### config.mk
export PLATFORM = sky130hd
export DESIGN_NAME = button_conditioner
export DESIGN_NICKNAME = d
export VERILOG_FILES = /design/src/rtl/button_conditioner.sv
export SDC_FILE = /design/constraint.sdc
export NUM_CORES = 1
export LEC_CHECK = 0
export CAP_MARGIN = 20
export CORE_UTILIZATION = 40
export DETAILED_ROUTE_END_ITERATION = 8
export PLACE_DENSITY = 0.61
export SETUP_SLACK_MARGIN = 0.02
export SLEW_MARGIN = 5
export SYNTH_ARGS = -nofsm -noshare
export SYNTH_HDL_FRONTEND = slang
export SYNTH_SLANG_ARGS = --single-unit
export TNS_END_PERCENT = 5
### constraint.sdc
create_clock -name i_Clock -period 1.7 [get_ports i_Clock]
set_input_delay 0.34 -clock i_Clock [delete_from_list [all_inputs] [get_ports i_Clock]]
set_output_delay 0.34 -clock i_Clock [all_outputs]
set_load 0.02 [all_outputs]
### src/rtl/button_conditioner.sv
`default_nettype none
// ============================================================================
// Module   : button_conditioner
// Brief    : Synchronises, debounces and decodes one push-button line into
//            clean level, press/release pulses, long-hold level and
//            auto-repeat pulses for the clock's mode/time-setting logic.
// Revision : 1.0 - initial release
// ============================================================================
module button_conditioner #(
  parameter int DEBOUNCE_CYCLES = 1024,  // stable samples to accept a change (>= 2)
  parameter int HOLD_CYCLES     = 32768, // pressed cycles before a long press (>= 1)
  parameter int REPEAT_CYCLES   = 8192   // auto-repeat period while held (>= 2)
) (
  input  logic i_Clock,
  input  logic i_Reset,
  input  logic i_Button,
  input  logic i_Repeat_En,
  output logic o_Level,
  output logic o_Press,
  output logic o_Release,
  output logic o_Long,
  output logic o_Repeat
);

  // --------------------------------------------------------------------------
  // Constants
  // --------------------------------------------------------------------------
  localparam int c_DEB_W  = $clog2(DEBOUNCE_CYCLES + 1);
  localparam int c_HR_MAX = (HOLD_CYCLES > REPEAT_CYCLES) ? HOLD_CYCLES : REPEAT_CYCLES;
  localparam int c_HR_W   = $clog2(c_HR_MAX + 1);

  // The debounce counter toggles the level on the edge where it would reach
  // DEBOUNCE_CYCLES, so the last value it ever holds is DEBOUNCE_CYCLES-1.
  localparam logic [c_DEB_W-1:0] c_DEB_LAST  = c_DEB_W'(DEBOUNCE_CYCLES - 1);
  localparam logic [c_DEB_W-1:0] c_DEB_ONE   = c_DEB_W'(1);

  // The hold counter is loaded with 1 on the press edge, so seeing
  // HOLD_CYCLES in PRESSED means the press is exactly HOLD_CYCLES old on
  // the following edge.
  localparam logic [c_HR_W-1:0]  c_HOLD_LAST = c_HR_W'(HOLD_CYCLES);
  localparam logic [c_HR_W-1:0]  c_REP_LAST  = c_HR_W'(REPEAT_CYCLES - 1);
  localparam logic [c_HR_W-1:0]  c_HR_ONE    = c_HR_W'(1);

  localparam logic [1:0] c_RELEASED = 2'd0;
  localparam logic [1:0] c_PRESSED  = 2'd1;
  localparam logic [1:0] c_HELD     = 2'd2;

  // --------------------------------------------------------------------------
  // Signals
  // --------------------------------------------------------------------------
  logic               sync1_q;
  logic               sync2_q;
  logic [c_DEB_W-1:0] deb_cnt_q, deb_cnt_d;
  logic               level_q,   level_d;
  logic               press_q,   press_d;
  logic               release_q, release_d;
  logic [1:0]         state_q,   state_d;
  logic [c_HR_W-1:0]  hold_cnt_q, hold_cnt_d;
  logic               repeat_q,  repeat_d;

  // --------------------------------------------------------------------------
  // Front end: two-flop synchroniser plus debounce/event registers
  // --------------------------------------------------------------------------

  // Synchronise the raw line and register the debounced level and its edges.
  always_ff @(posedge i_Clock) begin
    if (i_Reset) begin
      sync1_q   <= 1'b0;
      sync2_q   <= 1'b0;
      deb_cnt_q <= '0;
      level_q   <= 1'b0;
      press_q   <= 1'b0;
      release_q <= 1'b0;
    end else begin
      sync1_q   <= i_Button;
      sync2_q   <= sync1_q;
      deb_cnt_q <= deb_cnt_d;
      level_q   <= level_d;
      press_q   <= press_d;
      release_q <= release_d;
    end
  end

  // Count consecutive disagreeing samples; accept the new level once the run
  // is DEBOUNCE_CYCLES long, and flag which direction it moved.
  always_comb begin
    deb_cnt_d = '0;
    level_d   = level_q;
    press_d   = 1'b0;
    release_d = 1'b0;
    if (sync2_q != level_q) begin
      if (deb_cnt_q == c_DEB_LAST) begin
        level_d   = ~level_q;
        press_d   = ~level_q;
        release_d = level_q;
      end else begin
        deb_cnt_d = deb_cnt_q + c_DEB_ONE;
      end
    end
  end

  // --------------------------------------------------------------------------
  // Hold / auto-repeat FSM
  // --------------------------------------------------------------------------

  // State register for the FSM, its shared counter and the repeat pulse.
  always_ff @(posedge i_Clock) begin
    if (i_Reset) begin
      state_q    <= c_RELEASED;
      hold_cnt_q <= '0;
      repeat_q   <= 1'b0;
    end else begin
      state_q    <= state_d;
      hold_cnt_q <= hold_cnt_d;
      repeat_q   <= repeat_d;
    end
  end

  // Next-state logic; a release on this edge overrides any hold or repeat
  // decision so no repeat pulse can coincide with or follow o_Release.
  always_comb begin
    state_d    = state_q;
    hold_cnt_d = hold_cnt_q;
    repeat_d   = 1'b0;
    if (release_d) begin
      state_d    = c_RELEASED;
      hold_cnt_d = '0;
    end else begin
      case (state_q)
        c_RELEASED: begin
          if (press_d) begin
            state_d    = c_PRESSED;
            hold_cnt_d = c_HR_ONE;
          end else begin
            hold_cnt_d = '0;
          end
        end
        c_PRESSED: begin
          if (hold_cnt_q == c_HOLD_LAST) begin
            state_d    = c_HELD;
            hold_cnt_d = '0;
            repeat_d   = i_Repeat_En;
          end else begin
            hold_cnt_d = hold_cnt_q + c_HR_ONE;
          end
        end
        c_HELD: begin
          // Counter free-runs regardless of the enable so re-enabling
          // resumes on the normal cadence without a catch-up pulse.
          if (hold_cnt_q == c_REP_LAST) begin
            hold_cnt_d = '0;
            repeat_d   = i_Repeat_En;
          end else begin
            hold_cnt_d = hold_cnt_q + c_HR_ONE;
          end
        end
        default: begin
          state_d    = c_RELEASED;
          hold_cnt_d = '0;
        end
      endcase
    end
  end

  // Long-hold level is a pure decode of the registered state.
  always_comb begin
    o_Long = (state_q == c_HELD);
  end

  assign o_Level   = level_q;
  assign o_Press   = press_q;
  assign o_Release = release_q;
  assign o_Repeat  = repeat_q;

endmodule
`default_nettype wire

# Yosys cells after proc, flatten, opt, wreduce, memory -nomap -nowiden
# Cells that the tools add are included.
# op_classes
eq_ne	8
addsub	2
n_reduce_logical	5
bitwise_logic	3
n_mux	14
# op_table
cell	n
one-hot mux 16 bit (3 select lines)	1
two-way mux 16 bit	2
adder 16 x 1 -> 16 bit, second input constant	1
equality test 16 x 13 -> 1 bit, second input constant	1
equality test 16 bit, second input constant	1
adder 11 x 1 -> 11 bit, second input constant	1
equality test 11 x 10 -> 1 bit, second input constant	1
two-way mux 1 bit	7
one-hot mux 2 bit (3 select lines)	1
two-way mux 2 bit	2
inequality test 2 bit, second input constant	2
inverter 1 bit	3
AND reduction 3 bit	1
OR reduction 3 bit	1
equality test 2 x 1 -> 1 bit, second input constant	1
equality test 2 bit, second input constant	1
logical NOT 2 bit	1
one-hot mux 1 bit (2 select lines)	1
AND reduction 2 bit	1
OR reduction 2 bit	1
inequality test 1 bit	1
# totals
regBits	35
wordCells	41

# Depth between registers and ports, before layout
# Gate-level depths: netlist (run 1).
# logic_depth
ltp_word	5
ltp_mapped	7

# Worst setup path before layout (run 1)
# OpenSTA, ideal clock, no wires.
# synth_timing
path_kind	register to register
startpoint	reg hold_cnt_q[0]
endpoint	reg hold_cnt_q[10]
path_buffers	1
stages_incl_launch_ff	7
arrival_ns	1.460
setup_slack_ns	0.123
path_cell_list	dfxtp_1 > ha_1 > and4_2 > nand4_2 > a22oi_4 > buf_8 > nor3_2
# synth_via
elab_chain_cells	3
# synth_rtl
item	line_no	source
start, declared	58	logic [c_HR_W-1:0] hold_cnt_q, hold_cnt_d;
start signal, assigned	114	hold_cnt_q <= hold_cnt_d;
adder 16 x 1 -> 16 bit (tied with other cells)	144, 154	
two-way mux 16 bit (on tied branches)	150, 139	
one-hot mux 16 bit (3 select lines) (*)	129	case (state_q)
# Every way passes the cells marked *; elsewhere a longest branch is shown, timed or not.
# A chain may end at the register's enable or synchronous reset.

# Worst setup path in the final report (run 1)
# layout_timing
startpoint	reg deb_cnt_q[0]
endpoint	reg state_q[1]
# layout_via
elab_chain_cells	5
# layout_rtl
item	line_no	source
start, declared	53	logic [c_DEB_W-1:0] deb_cnt_q, deb_cnt_d;
start signal, assigned	77	deb_cnt_q <= deb_cnt_d;
equality test 11 x 10 -> 1 bit (*)	92	if (deb_cnt_q == c_DEB_LAST) begin
two-way mux 1 bit	92	
two-way mux 1 bit	91	if (sync2_q != level_q) begin
inequality test 2 bit (no line)	n/a	
AND reduction 3 bit (no line)	n/a	
end signal, assigned	109	state_q <= c_RELEASED;
end signal, assigned	113	state_q <= state_d;
end, declared	57	logic [1:0] state_q, state_d;
# Marked as above.

==> results of run 1 <==
worst max-delay path, stage by stage, from the launching register on:
cell and delay [ns]:
dfxtp_1 0.37, ha_2 0.23, and4_2 0.26, nand4_1 0.18
a221oi_2 0.30, mux2i_1 0.20
sequential cells by signal, indices dropped and copies added (netlist names):
register / flops
o_Press: 1
hold_cnt_q: 16
deb_cnt_q: 11
state_q: 2
sync1_q: 1
o_Release: 1
o_Level: 1
o_Repeat: 1
sync2_q: 1
cells by family after synthesis:
kind of cell / after synthesis
compound gates: 14
xor+xnor: 20
fa+ha+maj: 7
buf+inv: 10
flops: 35
mux: 2
simple gates: 90
cell usage in the layout, fill, tap and decap left out, types with 2 or more instances in the layout:
cell type / count
inv_1: 6
or3_1: 2
nand4_1: 11
nor3_2: 10
nor2b_1: 2
and4_4: 2
a21oi_1: 2
and4b_1: 2
nand3_1: 8
clkdlybuf4s50_1: 6
and3_1: 4
and4_1: 2
o21ai_0: 2
dfxtp_1: 34
xor2_1: 15
buf_4: 6
nor2_1: 12
xnor2_1: 5
buf_12: 2
nor3_1: 4
ha_2: 2
nand2b_1: 3
clkbuf_1: 2
nand2_1: 12
mux2i_1: 2
nor4_2: 2
a211oi_2: 2
ha_1: 5
clkbuf_8: 5
and4_2: 2
per-layer routing:
metal,track usage,share of wire
met2,0.255,0.49
met5,0,0
met1,0.180,0.46
met4,0.0680,0.019
met3,0.0407,0.028
repair_timing:
item | in CTS | in global routing
resized for setup | 1 | 6
pin swaps | 0 | 2
endpoints found under the hold margin | 0 | 0
buffers inserted | 0 | 0
endpoints found under the setup margin | 11 | 28
stage by stage:
stage          setup TNS [ns]  hold slack (ns)  area [sq um]  cells  utilization
6_report                    0            0.451          2100    250        0.482
5_1_grt               -0.0333            0.458          2100    250        0.482
3_5_place_dp                0            0.444          2010    242        0.461
2_1_floorplan               0            0.412          1820    178            -
4_1_cts                     0            0.456          2090    250        0.479
3_3_place_gp                0            0.431          2010    242        0.461
path summary, 6_finish.rpt:
check                from         end  slack (ns)  depth (start not counted)
max          deb_cnt_q[0]  state_q[1]        0.09                          5
min               sync1_q     sync2_q        0.45                          1
max reg2reg  deb_cnt_q[0]  state_q[1]        0.09                          5
min reg2reg       sync1_q     sync2_q        0.45                          1
power by group:
group	leakage, nW	internal, mW	total (mW)	switching, mW
combinational	0.397	0.0178	0.0358	0.0180
clock	0.0422	0.287	0.578	0.290
sequential	0.283	0.822	0.824	0.00198
final cells by class:
type                            count  area [sq um]  area share
Tap cell                           52          65.1      0.0310
Inverter                            6          22.5      0.0107
Clock inverter                      1          5.00     0.00238
Timing Repair Buffer               16           166      0.0792
Sequential cell                    35           702       0.334
Multi-Input combinational cell    133          1060       0.506
Clock buffer                        7          76.3      0.0363
==> flow_metrics.env, run 1 <==
export IMPL_fmaxAchievable_mhz=620
export IMPL_grt_usage=0.152
export IMPL_synth_flop_cell="dfxtp_1"
export IMPL_drtAntennaViolNets=0
export IMPL_slew_headroom=0.701
export IMPL_cts_tree="yes"
export IMPL_synth_edf_count=0
export IMPL_setup_ws_ns=0.0873
export IMPL_endpoint_kind="register"
export IMPL_core_area_sq_um=4350
export IMPL_clock_path_buffers=2
export IMPL_synth_seq_cells=35
export IMPL_routed_wl_um=3380
export IMPL_syn_area_sq_um=1820
export IMPL_synth_cell_types=47
export IMPL_async_flop_share=0
export IMPL_synth_xor_xnor_area_share=0.0962
export IMPL_muxShareOfSynthArea=0.0110
export IMPL_clock_sinks=35
export IMPL_synthTopCellsByArea="dfxtp_1 (38%), xor2_1 (7.2%), nor3_2 (5.5%), ha_1 (4.8%), nand4_1 (3.8%)"
export IMPL_grt_max_degree=17
export IMPL_die_w_um=69.5
export IMPL_drc_errors=0
export IMPL_grt_pass1_vias=1318
export IMPL_synth_top_cell_area_share=0.385
export IMPL_synth_cells=178
export IMPL_clk_pin_slew_ns=0.07
export IMPL_diodes=0
export IMPL_status="finished clean"
export IMPL_area_growth_pct=15.3
export IMPL_rsz0062_at_grt="yes"
export IMPL_synthAdderAreaFrac=0.0481
export IMPL_setup_viol=0
export IMPL_hp_class="register to register"
export IMPL_hold_violations=0
export IMPL_routabilityCongestion=0.854
export IMPL_start_util=0.418
export IMPL_grt_pass1_wl_um=5820
export IMPL_rows=24
export IMPL_grt_ovfl_total=0
export IMPL_num_fill_cells=407
export IMPL_cts_htree_levels=2
export IMPL_synth_top_family_by_area="simple AND/OR/NAND/NOR gates"
export IMPL_portBuffers=8
export IMPL_required_ns=1.92
export IMPL_final_min_clock_period_ns=1.61
export IMPL_synth_area_leader_cell="dfxtp_1"
export IMPL_syn_num_nets=189
export IMPL_peakVddDrop_v=0.000338
export IMPL_syn_avg_cell_area_sq_um=10.2
export IMPL_numCtsBuffers=5
export IMPL_startpoint_type="register"
export IMPL_dp_hpwl_um=2440
export IMPL_critPathMaxFanout=4
export IMPL_leakagePower_nw=0.722
export IMPL_fin_skew_ns=0.00427
export IMPL_synth_compound_area_share=0.0769
export IMPL_antenna_found_initial=0
export IMPL_drtIter0Drc=51
export IMPL_die_area_sq_um=4830
export IMPL_cp_data_arrival_time_ns=1.83
export IMPL_yosysSeqAreaShare=0.385
export IMPL_ctsHoldBuffers=0
export IMPL_synth_most_common_cell="dfxtp_1"
export IMPL_worst_pin_slew_ns=0.449
export IMPL_avgRoutedWirePerCell_um=13.5
export IMPL_dr_pass1_iters=6
export IMPL_crit_type="register to register"
export IMPL_ys_top_cells_by_count="dfxtp_1 (35), xor2_1 (15), nand2_1 (12), nor2_1 (12), nand4_1 (11)"
export IMPL_fin_crit_sh=0.949
export IMPL_pre_cts_ws_ns=0.0204
export IMPL_die_h_um=69.5
export IMPL_drv_slew=0
export IMPL_synth_warnings=0
export IMPL_cts_root_buf="clkbuf_8"
export IMPL_synth_simple_area_share=0.345
export IMPL_drive_gt1_frac=0.232
export IMPL_io_pins=9
export IMPL_p_total_mw=1.44
export IMPL_drv_cap=0
export IMPL_final_nets=208
export IMPL_p_per_area_nw_per_um2=684
export IMPL_vias=1349
export IMPL_clk_insertion_delay_late_ns=0.28
export IMPL_viasPerCell=5.40
No activity file was read; power rests on OpenSTA's default activity.
==> inputs of run 2 (changes only) <==
--- a/config.mk
+++ b/config.mk
@@ -9,6 +9,7 @@
 export CORE_UTILIZATION = 40
 export DETAILED_ROUTE_END_ITERATION = 8
 export PLACE_DENSITY = 0.61
+export RECOVER_POWER = 50
 export SETUP_SLACK_MARGIN = 0.02
 export SLEW_MARGIN = 5
 export SYNTH_ARGS = -nofsm -noshare
==> flow_metrics.env, run 2 (synthesis gave the netlist of run 1 again) <==
export IMPL_routed_wl_um=3360
export IMPL_setup_viol=0
export IMPL_die_h_um=69.5
export IMPL_ff2ff_path_depth=5
export IMPL_drtIter0Drc=49
export IMPL_post_dp_cell_area_sq_um=2010
export IMPL_layout_common_cells="dfxtp_1 (34), xor2_1 (15), nand2_1 (12), nor2_1 (12), nand4_1 (11)"
export IMPL_cts_setup_buffers=0
export IMPL_reg2reg_setup_slack_ns=0.09
export IMPL_drtAntennaViolNets=0
export IMPL_endpoint_kind="register"
export IMPL_worst_pin_slew_ns=0.399
export IMPL_avgRoutedWirePerCell_um=13.4
export IMPL_clk_pin_slew_ns=0.07
export IMPL_grt_pass1_vias=1318
export IMPL_largestRegisters="hold_cnt_q: 16 flops, deb_cnt_q: 11 flops, state_q: 2 flops"
export IMPL_die_w_um=69.5
export IMPL_num_fill_cells=410
export IMPL_r2r_end="state_q[1]"
export IMPL_cts_root_buf="clkbuf_8"
export IMPL_routabilityCongestion=0.854
export IMPL_status="finished clean"
export IMPL_required_ns=1.92
export IMPL_slew_headroom=0.732
export IMPL_hold_violations=0
export IMPL_diodes=0
export IMPL_drv_cap=0
export IMPL_fin_setup_tns_ns=0
export IMPL_largest_register_ffs=16
export IMPL_drv_slew=0
export IMPL_viasPerCell=5.38
export IMPL_p_total_mw=1.43
export IMPL_startpoint_type="register"
export IMPL_die_area_sq_um=4830
export IMPL_io_pins=9
export IMPL_min_path_cells=1
export IMPL_rsz0062_at_grt="yes"
export IMPL_peakVddDrop_v=0.000338
export IMPL_leakagePower_nw=0.699
export IMPL_critPathMaxFanout=4
export IMPL_core_area_sq_um=4350
export IMPL_cp_endpoint="state_q[1]"
export IMPL_dp_hpwl_um=2440
export IMPL_regMostFlops="hold_cnt_q"
export IMPL_crit_type="register to register"
export IMPL_clock_sinks=35
export IMPL_rows=24
export IMPL_setup_worst_path_start="deb_cnt_q[0]"
export IMPL_p_per_area_nw_per_um2=692
export IMPL_cts_tree="yes"
export IMPL_portBuffers=8
export IMPL_cp_data_arrival_time_ns=1.83
export IMPL_drive_gt1_frac=0.222
export IMPL_fmaxAchievable_mhz=620
export IMPL_grt_ovfl_total=0
export IMPL_final_nets=208
export IMPL_cts_htree_levels=2
export IMPL_fin_crit_sh=0.949
export IMPL_antenna_found_initial=0
export IMPL_dr_pass1_iters=4
export IMPL_grt_pass1_wl_um=5820
export IMPL_clock_path_buffers=2
export IMPL_area_growth_pct=13.5
export IMPL_final_common_cell="dfxtp_1"
export IMPL_holdWs_ns=0.454
export IMPL_fin_skew_ns=0.00384
export IMPL_clk_insertion_delay_late_ns=0.28
export IMPL_numCtsBuffers=5
export IMPL_drc_errors=0
export IMPL_start_util=0.418
export IMPL_grt_max_degree=17
export IMPL_hp_class="register to register"
export IMPL_r2r_start="deb_cnt_q[0]"
export IMPL_grt_usage=0.152
export IMPL_vias=1346
export IMPL_final_min_clock_period_ns=1.61
export IMPL_final_cell_area_sq_um=2070
==> run 2: cell types whose count changed in the layout (fill, tap and decap cells not counted), sizes merged <==
cell,previous run,this run
dlymetal6s2s,1,0
dlygate4sd3,0,4
clkbuf,7,11
clkdlybuf4s50,6,2
buf,8,5
==> run 2: power by group <==
part           internal (mW)  switching, mW  leakage (nW)
sequential             0.823        0.00199         0.283
combinational         0.0120         0.0169         0.374
clock                  0.287          0.289        0.0422
==> run 2: stage by stage <==
stage	cells	setup WS [ns]	util
2_1_floorplan	178	0.123	-
3_3_place_gp	242	0.0374	0.461
3_5_place_dp	242	0.0204	0.461
4_1_cts	250	0.0103	0.479
5_1_grt	250	-0.0333	0.475
6_report	250	0.0862	0.475
==> run 2: how the worst min path moves through the flow <==
stage / startpoint / to / slack (ns)
6_report: sync1_q / sync2_q / 0.45
5_1_grt: sync1_q / sync2_q / 0.46
4_1_cts: sync1_q / sync2_q / 0.46
3_5_place_dp: sync1_q / sync2_q / 0.44
3_3_place_gp: sync1_q / sync2_q / 0.43
2_1_floorplan: i_Reset / sync1_q / 0.41
==> run 2: layout make-up <==
type                       instances  area [sq um]  share of cell area
multi-input combinational        133          1060               0.512
sequential                        35           702               0.340
timing repair buffer              16           138              0.0666
clock buffer                       7          76.3              0.0369
tap                               52          65.1              0.0315
inverter                           6          22.5              0.0109
clock inverter                     1          5.00             0.00242
==> run 2: timing repair <==
item	4_1_cts	5_1_grt
resized for setup	1	6
setup endpoints to repair	11	28
pin swaps	0	2
hold buffers	0	0
==> run 2: per-layer routing <==
layer | vias up | GRT usage | wire length, um
met1 | 642 | 0.180 | 1570
li1 | 686 | - | -
met5 | - | 0 | 0
met2 | 11 | 0.255 | 1630
met3 | 7 | 0.0407 | 88
met4 | 0 | 0.0680 | 65
==> run 2: worst max-delay path, stage by stage, from the launching register on <==
cell and delay (ns):
dfxtp_1 0.37, ha_2 0.23, and4_2 0.26, nand4_1 0.19
a221oi_2 0.30, mux2i_1 0.20
==> inputs of run 3 (changes only) <==
--- a/config.mk
+++ b/config.mk
@@ -8,6 +8,7 @@
 export CAP_MARGIN = 20
 export CORE_UTILIZATION = 40
 export DETAILED_ROUTE_END_ITERATION = 8
+export GPL_TIMING_DRIVEN = 0
 export PLACE_DENSITY = 0.61
 export RECOVER_POWER = 50
 export SETUP_SLACK_MARGIN = 0.02
==> flow_metrics.env, run 3 (synthesis gave the netlist of run 1 again) <==
export IMPL_status="finished clean"
export IMPL_pre_cts_ws_ns=-0.196
export IMPL_rows=24
export IMPL_fin_setup_tns_ns=0
export IMPL_setup_ws_ns=0.0947
export IMPL_clk_insertion_delay_late_ns=0.29
export IMPL_crit_type="register to primary output"
export IMPL_required_ns=1.36
export IMPL_critPathMaxFanout=1
export IMPL_numCtsBuffers=5
export IMPL_reg2reg_setup_slack_ns=0.11
export IMPL_peakVddDrop_v=0.000608
export IMPL_setup_viol=0
export IMPL_fmaxAchievable_mhz=623
export IMPL_cp_top_family="buffers and inverters"
export IMPL_area_growth_pct=18.2
export IMPL_cp_data_arrival_time_ns=1.27
export IMPL_clock_path_buffers=2
export IMPL_largest_register_ffs=16
export IMPL_startpoint_type="register"
export IMPL_worst_pin_slew_ns=0.397
export IMPL_regMostFlops="hold_cnt_q"
export IMPL_routed_wl_um=3500
export IMPL_dp_hpwl_um=2510
export IMPL_clock_sinks=35
export IMPL_drtIter0Drc=71
export IMPL_drv_cap=0
export IMPL_grt_ovfl_total=0
export IMPL_io_pins=9
export IMPL_die_area_sq_um=4830
export IMPL_hold_violations=0
export IMPL_final_min_clock_period_ns=1.61
export IMPL_start_util=0.418
export IMPL_crit_chain="dlygate4sd3_1"
export IMPL_vias=1334
export IMPL_core_area_sq_um=4350
export IMPL_grt_usage=0.153
export IMPL_largestRegisters="hold_cnt_q: 16 flops, deb_cnt_q: 11 flops, state_q: 2 flops"
export IMPL_leakagePower_nw=0.718
export IMPL_antenna_found_initial=0
export IMPL_routabilityCongestion=0.825
export IMPL_drv_slew=0
export IMPL_rsz0062_at_grt="yes"
export IMPL_layout_common_cells="dfxtp_1 (33), xor2_1 (15), nand2_1 (12), nor2_1 (12), nand4_1 (11)"
export IMPL_grt_pass1_wl_um=5860
export IMPL_dr_pass1_iters=4
export IMPL_die_h_um=69.5
export IMPL_final_nets=205
export IMPL_slew_headroom=0.733
export IMPL_endpoint_kind="primary output"
export IMPL_drtAntennaViolNets=0
export IMPL_p_per_area_nw_per_um2=756
export IMPL_portBuffers=8
export IMPL_critical_path_max_stage_delay_ns=0.67
export IMPL_viasPerCell=5.40
export IMPL_hp_class="register to register"
export IMPL_grt_max_degree=12
export IMPL_avgRoutedWirePerCell_um=14.2
export IMPL_clk_pin_slew_ns=0.07
export IMPL_crit_buf_inv=1
export IMPL_p_total_mw=1.63
export IMPL_final_common_cell="dfxtp_1"
export IMPL_diodes=0
export IMPL_cts_htree_levels=2
export IMPL_cts_root_buf="clkbuf_8"
export IMPL_fin_skew_ns=0.00397
export IMPL_drc_errors=0
export IMPL_cp_slowest_cell="dlygate4sd3_1"
export IMPL_num_fill_cells=386
export IMPL_fin_crit_sh=0.944
export IMPL_ctsHoldBuffers=0
export IMPL_grt_pass1_vias=1327
export IMPL_die_w_um=69.5
export IMPL_cts_tree="yes"
export IMPL_drive_gt1_frac=0.256
-- run 3: layout make-up --
| class | instances | area [sq um] | share of cell area |
|---|---|---|---|
| Buffer | 4 | 48.8 | 0.0227 |
| Clock inverter | 2 | 35.0 | 0.0163 |
| Multi-Input combinational cell | 133 | 1110 | 0.517 |
| Clock buffer | 6 | 82.6 | 0.0383 |
| Sequential cell | 35 | 703 | 0.327 |
| Timing Repair Buffer | 9 | 82.6 | 0.0383 |
| Tap cell | 52 | 65.1 | 0.0302 |
| Inverter | 6 | 22.5 | 0.0105 |
-- run 3: through the flow --
| stage | hold slack (ns) | instance area [sq um] | cells | util |
|---|---|---|---|---|
| floorplan | 0.412 | 1820 | 178 | - |
| global route | 0.467 | 2150 | 247 | 0.495 |
| finish | 0.453 | 2150 | 247 | 0.495 |
| global placement | 0.426 | 1970 | 238 | 0.452 |
| CTS | 0.462 | 2120 | 247 | 0.487 |
| detailed placement | 0.443 | 1970 | 238 | 0.452 |
-- run 3: repair_timing --
item / CTS / global route
endpoints found under the setup margin: 21 / 28
gates resized for setup: 10 / 11
buffers inserted: 1 / 0
pin swaps: 2 / 3
-- run 3: worst paths after layout --
| path | from | to | depth (start not counted) |
|---|---|---|---|
| setup / recovery | o_Press | o_Press | 1 |
| hold / removal | sync1_q | sync2_q | 1 |
| hold reg to reg | sync1_q | sync2_q | 1 |
| setup reg to reg | hold_cnt_q[0] | hold_cnt_q[7] | 6 |
-- run 3: power breakdown --
part / leakage, nW / internal (mW) / total (mW) / switching, mW
clock: 0.0612 / 0.474 / 0.771 / 0.297
combinational: 0.374 / 0.0148 / 0.0324 / 0.0176
sequential: 0.283 / 0.822 / 0.825 / 0.00222
total: 0.718 / 1.31 / 1.63 / 0.316
-- run 3: metal layers --
metal  wire length (um)  up-vias  global-route usage
li1                   -      681                   -
met1               1490      630               0.160
met2               1860       16               0.283
met3                107        7              0.0436
met4                 51        0              0.0680
met5                  0        -                   0
==> edit 1: new RTL, config.mk and constraints of run 2 <==
The parameter `HOLD_CYCLES` goes from 32768 to 8192.
--- a/src/rtl/button_conditioner.sv
+++ b/src/rtl/button_conditioner.sv
@@ -8,7 +8,7 @@
 // ============================================================================
 module button_conditioner #(
   parameter int DEBOUNCE_CYCLES = 1024,  // stable samples to accept a change (>= 2)
-  parameter int HOLD_CYCLES     = 32768, // pressed cycles before a long press (>= 1)
+  parameter int HOLD_CYCLES     = 8192, // pressed cycles before a long press (>= 1)
   parameter int REPEAT_CYCLES   = 8192   // auto-repeat period while held (>= 2)
 ) (
   input  logic i_Clock,
Check against the original RTL: same outputs for any inputs over 10 cycles, from zero or initial values and one cycle with i_Reset high; that may be too few to reach the edited logic, so the function may still have changed.
==> edit 1 against run 2 <==
Wire length shrank 7.7%; final cell count shrank 5.6%; synthesized area shrank 17%; final area shrank 6.8%; sequential cell count shrank 2; sequential share of layout area grew 0.91 points; clock power grew 10%; count of clock-buffer cells in the layout shrank 1; total power is essentially flat; worst hold slack lost 0.0069 ns; sequential power shrank 6.1%; worst setup slack lost 0.072 ns; highest routed layer unchanged.
==> edit 1: results (changes against run 2) <==
outcome=completed; RePlAce Congestion=0.775 (-9.3%); Vias=1,214 (-9.8%); CP max stage delay=0.37 ns (about the same); first-pass GRT wire length=5.11 mm (-12%); htree depth=2 (unchanged); clk buf depth=2 (unchanged); worst vdd ir=0.365 mV (+8.2%); hold path cells=1 (unchanged); delay-heaviest family, CP=compound AO/OA/AOI/OAI gates; hold crit path type=flop to flop; Critical-path top delay cell=dfxtp_4; Post-synth ARST share=0 (unchanged); Port Buffers=8 (unchanged); skew final=0.0104 ns (+0.00656 ns); n_diodes=0 (unchanged); Routed WL=3.10 mm (-7.7%); DRT iter0 DRCs=98 (+100%); CP arrival=1.88 ns (+0.05 ns); gr usage total=0.168 (+0.0163); largest net degree at the start of global routing=12 (-5); Ys Warns=0 (unchanged); Synth Instances=159 (-11%); first drt pass iteration count=4 (unchanged); top area cells in the synthesized netlist=dfxtp_1 44%, nor2_1 7.0%, xor2_1 6.4%, ha_1 5.8%, xnor2_1 5.8%; via/cell ratio=5.14 (-4.5%); Layout Nets=200 (-3.8%); sequential area share after synthesis=0.438 (+0.0536); FF-to-FF path depth=6 (+1); Net Count, Synth=170 (-10%); Cell Area, Placed=0.00175 mm^2 (-13%); Synth cell types=34 (-28%); Worst-path clk slew=0.07 ns (about the same); clock latency at the later pin of the worst-skew pair=0.30 ns (+0.02 ns); DP Worst Slack=-0.0742 ns (-0.0945 ns); Pleak=0.706 nW (+0.97%); measured slew at the worst slew-check pin=0.376 ns (-0.0221 ns); root buf cell=clkbuf_8; initial antenna violation count=0 (unchanged); dpl hpwl=2.15 mm (-12%); total CTS buffers=5 (unchanged); cell count after placement=227 (-6.2%); Commonest cells post-synth=33 x dfxtp_1, 28 x nor2_1, 11 x xor2_1; top flop regs=hold_cnt_q x14, deb_cnt_q x11, state_q x2; share of layout cells above drive strength 1=0.216 (-0.00643); CP max FO=5 (+1)
## edit 1: cells by family (layout without fill, tap and decap cells)
logic type | count (synthesis) | count (layout) | share of synthesized area
compound gates | 11 | 11 | 0.0706
xor+xnor | 21 | 21 | 0.122
fa+ha+maj | 7 | 7 | 0.0581
buf+inv | 13 | 44 | 0.0373
flops | 33 | 33 | 0.438
mux | 2 | 2 | 0.0133
simple gates | 72 | 72 | 0.261
## edit 1: power breakdown
group          total (W)  switching, W  internal (W)
combinational  0.0000226    0.00000993     0.0000127
sequential      0.000774    0.00000193      0.000772
clock           0.000635      0.000307      0.000328
## edit 1: repair_timing
item	CTS	global route
pin swaps	1	5
endpoints found under the setup margin	18	17
buffers inserted	0	1
resized for setup	4	19
## edit 1: metal layers
layer  wire, um  global-route usage  vias up
met2       1570               0.285       19
met4         76               0.108        0
li1           -                   -      606
met5          0                   0        -
met3         93              0.0453        7
met1       1360               0.182      582
## edit 1: stage by stage
step	setup TNS (ns)	total power, W
global placement	0	0.000819
global route	-1.08	0.00147
floorplan	0	0.000803
CTS	0	0.00145
detailed placement	-0.812	0.000819
finish	0	0.00143
## edit 1: final timing paths
kind | startpoint | endpoint | slack (ns)
hold reg to reg | sync1_q$_SDFF_PP0_ | sync2_q$_SDFF_PP0_ | 0.45
setup / recovery | hold_cnt_q[1]$_SDFF_PP0_ | state_q[0]$_SDFFE_PP0P_ | 0.01
setup reg to reg | hold_cnt_q[1]$_SDFF_PP0_ | state_q[0]$_SDFFE_PP0P_ | 0.01
hold / removal | sync1_q$_SDFF_PP0_ | sync2_q$_SDFF_PP0_ | 0.45
## edit 1: final cells by class
| cell class | count | area (um^2) |
|---|---|---|
| Clock buffer | 6 | 82.6 |
| Inverter | 10 | 40.0 |
| Clock inverter | 2 | 13.8 |
| Multi-Input combinational cell | 113 | 848 |
| Sequential cell | 33 | 672 |
| Fill cell | 323 | 1540 |
| Timing Repair Buffer | 26 | 213 |
| Tap cell | 46 | 57.6 |
==> edit 2: new RTL, config.mk and constraints of run 2 <==
Without the edit above. Make the reset (`i_Reset`) asynchronous in 2 clocked blocks.
--- a/src/rtl/button_conditioner.sv
+++ b/src/rtl/button_conditioner.sv
@@ -63,7 +63,7 @@
   // --------------------------------------------------------------------------
 
   // Synchronise the raw line and register the debounced level and its edges.
-  always_ff @(posedge i_Clock) begin
+  always_ff @(posedge i_Clock or posedge i_Reset) begin
     if (i_Reset) begin
       sync1_q   <= 1'b0;
       sync2_q   <= 1'b0;
@@ -104,7 +104,7 @@
   // --------------------------------------------------------------------------
 
   // State register for the FSM, its shared counter and the repeat pulse.
-  always_ff @(posedge i_Clock) begin
+  always_ff @(posedge i_Clock or posedge i_Reset) begin
     if (i_Reset) begin
       state_q    <= c_RELEASED;
       hold_cnt_q <= '0;
Formal check against the unedited RTL: same outputs for any inputs over 10 cycles, from zero or initial values and one cycle with i_Reset high; that may be too few to reach the edited logic, so the function may still have changed.
==> edit 2 against run 2 <==
The flow now finishes with violations (negative setup slack); wire length is 28% higher; worst setup slack worse by 0.16 ns; die area grew 2.6%; critical path depth unchanged; synthesized area rose by 2.7%; utilization rose by 6.4 points; sequential cell count stayed put; global-route usage increased by 4.5 points; total power grew 5.2%; final area rose by 15%; clock power grew 4.5%; final cell count up 11%; highest routed layer unchanged.
==> edit 2: results (changes against run 2) <==
Clock power frac=0.401 (-0.002); via/cell ratio=5.62 (+4.5%); Synth cell types=39 (-17%); DR WL/cell=15.5 um (+15%); Pleak=1.06 nW (+51%); share of layout cells above drive strength 1=0.231 (+0.00889); M1 GR Usage=0.220 (+0.0401); Setup TNS Final=-0.875 ns (-0.875 ns); skew final=0.00937 ns (+0.00553 ns); logic gate share of total power=0.035 (+0.015); Vias=1,558 (+16%); GRT met2 Usage=0.352 (+0.0978); RePlAce Congestion=0.804 (-5.8%); top area cells in the synthesized netlist=dfrtp_1 47%, xor2_1 7.0%, ha_1 5.4%, nand4_1 3.7%, nor3_1 3.5%; CP max stage delay=0.53 ns (+0.16 ns); largest net degree at the start of global routing=36 (+19); Port Buffers=8 (unchanged); Cell Area, Placed=0.00228 mm^2 (+14%); clock latency at the later pin of the worst-skew pair=0.29 ns; gr usage total=0.197 (+0.0452); Layout Nets=236 (+13%); clk buf depth=2 (unchanged); Slew headroom=0.410 (-0.322); Net Count, Synth=191 (+1.1%); DP Worst Slack=-0.0517 ns (-0.0721 ns); DRT iter0 DRCs=52 (+6.1%); worst vdd ir=0.268 mV (-21%); syn avg cell area=10.4 um^2 (+2.1%); ys flop type=dfrtp_1; dpl hpwl=3.18 mm (+30%); first drt pass iteration count=4 (unchanged); fillers=409 (-0.24%); post_cts resized=4 (+3); Area growth, synth to finish=27.1%; Setup violations, final=14 (+14); CP max FO=14 (+10); M3 GR Usage=0.0447 (+0.00404); Critical-path top delay cell=or4b_1; cell area power density=633 mW/mm^2 (-8.5%); CP arrival=1.95 ns (+0.12 ns); failing checks=negative setup slack; sequential area share after synthesis=0.468 (+0.0836); Post-synth ARST share=1.00 (+1.00); top flop regs=hold_cnt_q x16, deb_cnt_q x11, state_q x2; Commonest cells post-synth=35 x dfrtp_1, 15 x xor2_1, 13 x nor3_1; cell count after placement=269 (+11%); Final WS setup=-0.0710 ns (-0.157 ns); outcome=complete, but fails checks; first-pass GRT wire length=7.56 mm (+30%); sw power=0.000359 W (+17%)
[edit 2: final timing paths]
check,from,endpoint,cells past startpoint,slack (ns)
setup / recovery,hold_cnt_q[13]$_DFF_PP0_,hold_cnt_q[1]$_DFF_PP0_,5,-0.07
hold / removal,sync1_q$_DFF_PP0_,sync2_q$_DFF_PP0_,0,0.35
setup reg to reg,hold_cnt_q[13]$_DFF_PP0_,hold_cnt_q[1]$_DFF_PP0_,5,-0.07
hold reg to reg,sync1_q$_DFF_PP0_,sync2_q$_DFF_PP0_,0,0.35
max in group asynchronous,i_Reset,hold_cnt_q[3]$_DFF_PP0_,3,0.40
min in group asynchronous,i_Reset,o_Level$_DFFE_PP0P_,3,0.75
[edit 2: worst register-to-register path, delay by kind of cell, from the launching register on]
| kind | cells | cell delay (ns) |
|---|---|---|
| AOI/OAI and AO/OA | 2 | 0.54 |
| and+or+nand+nor | 2 | 0.59 |
| buffers and inverters | 1 | 0.15 |
| DFF | 1 | 0.38 |
[edit 2: per-layer routing]
metal	part of all wire	wire length, um
met1	0.42	1800
met2	0.55	2340
met3	0.020	85
met4	0.014	58
met5	0	0
[edit 2: area by class of cell]
class	count	share of cell area
clock buffer	5	0.0289
clock inverter	3	0.00842
inverter	6	0.00947
multi-input combinational	132	0.403
sequential	35	0.368
tap	52	0.0274
timing repair buffer	44	0.154
[edit 2: kinds of logic (layout without fill, tap and decap cells)]
family | Yosys count | in the layout | synth area share
buffers and inverters | 12 | 58 | 0.0301
and+or+nand+nor | 84 | 84 | 0.260
DFF | 35 | 35 | 0.468
adders and majority gates | 8 | 8 | 0.0535
xor gates and xnor gates | 22 | 22 | 0.103
AOI/OAI and AO/OA | 17 | 17 | 0.0796
muxes | 1 | 1 | 0.00602
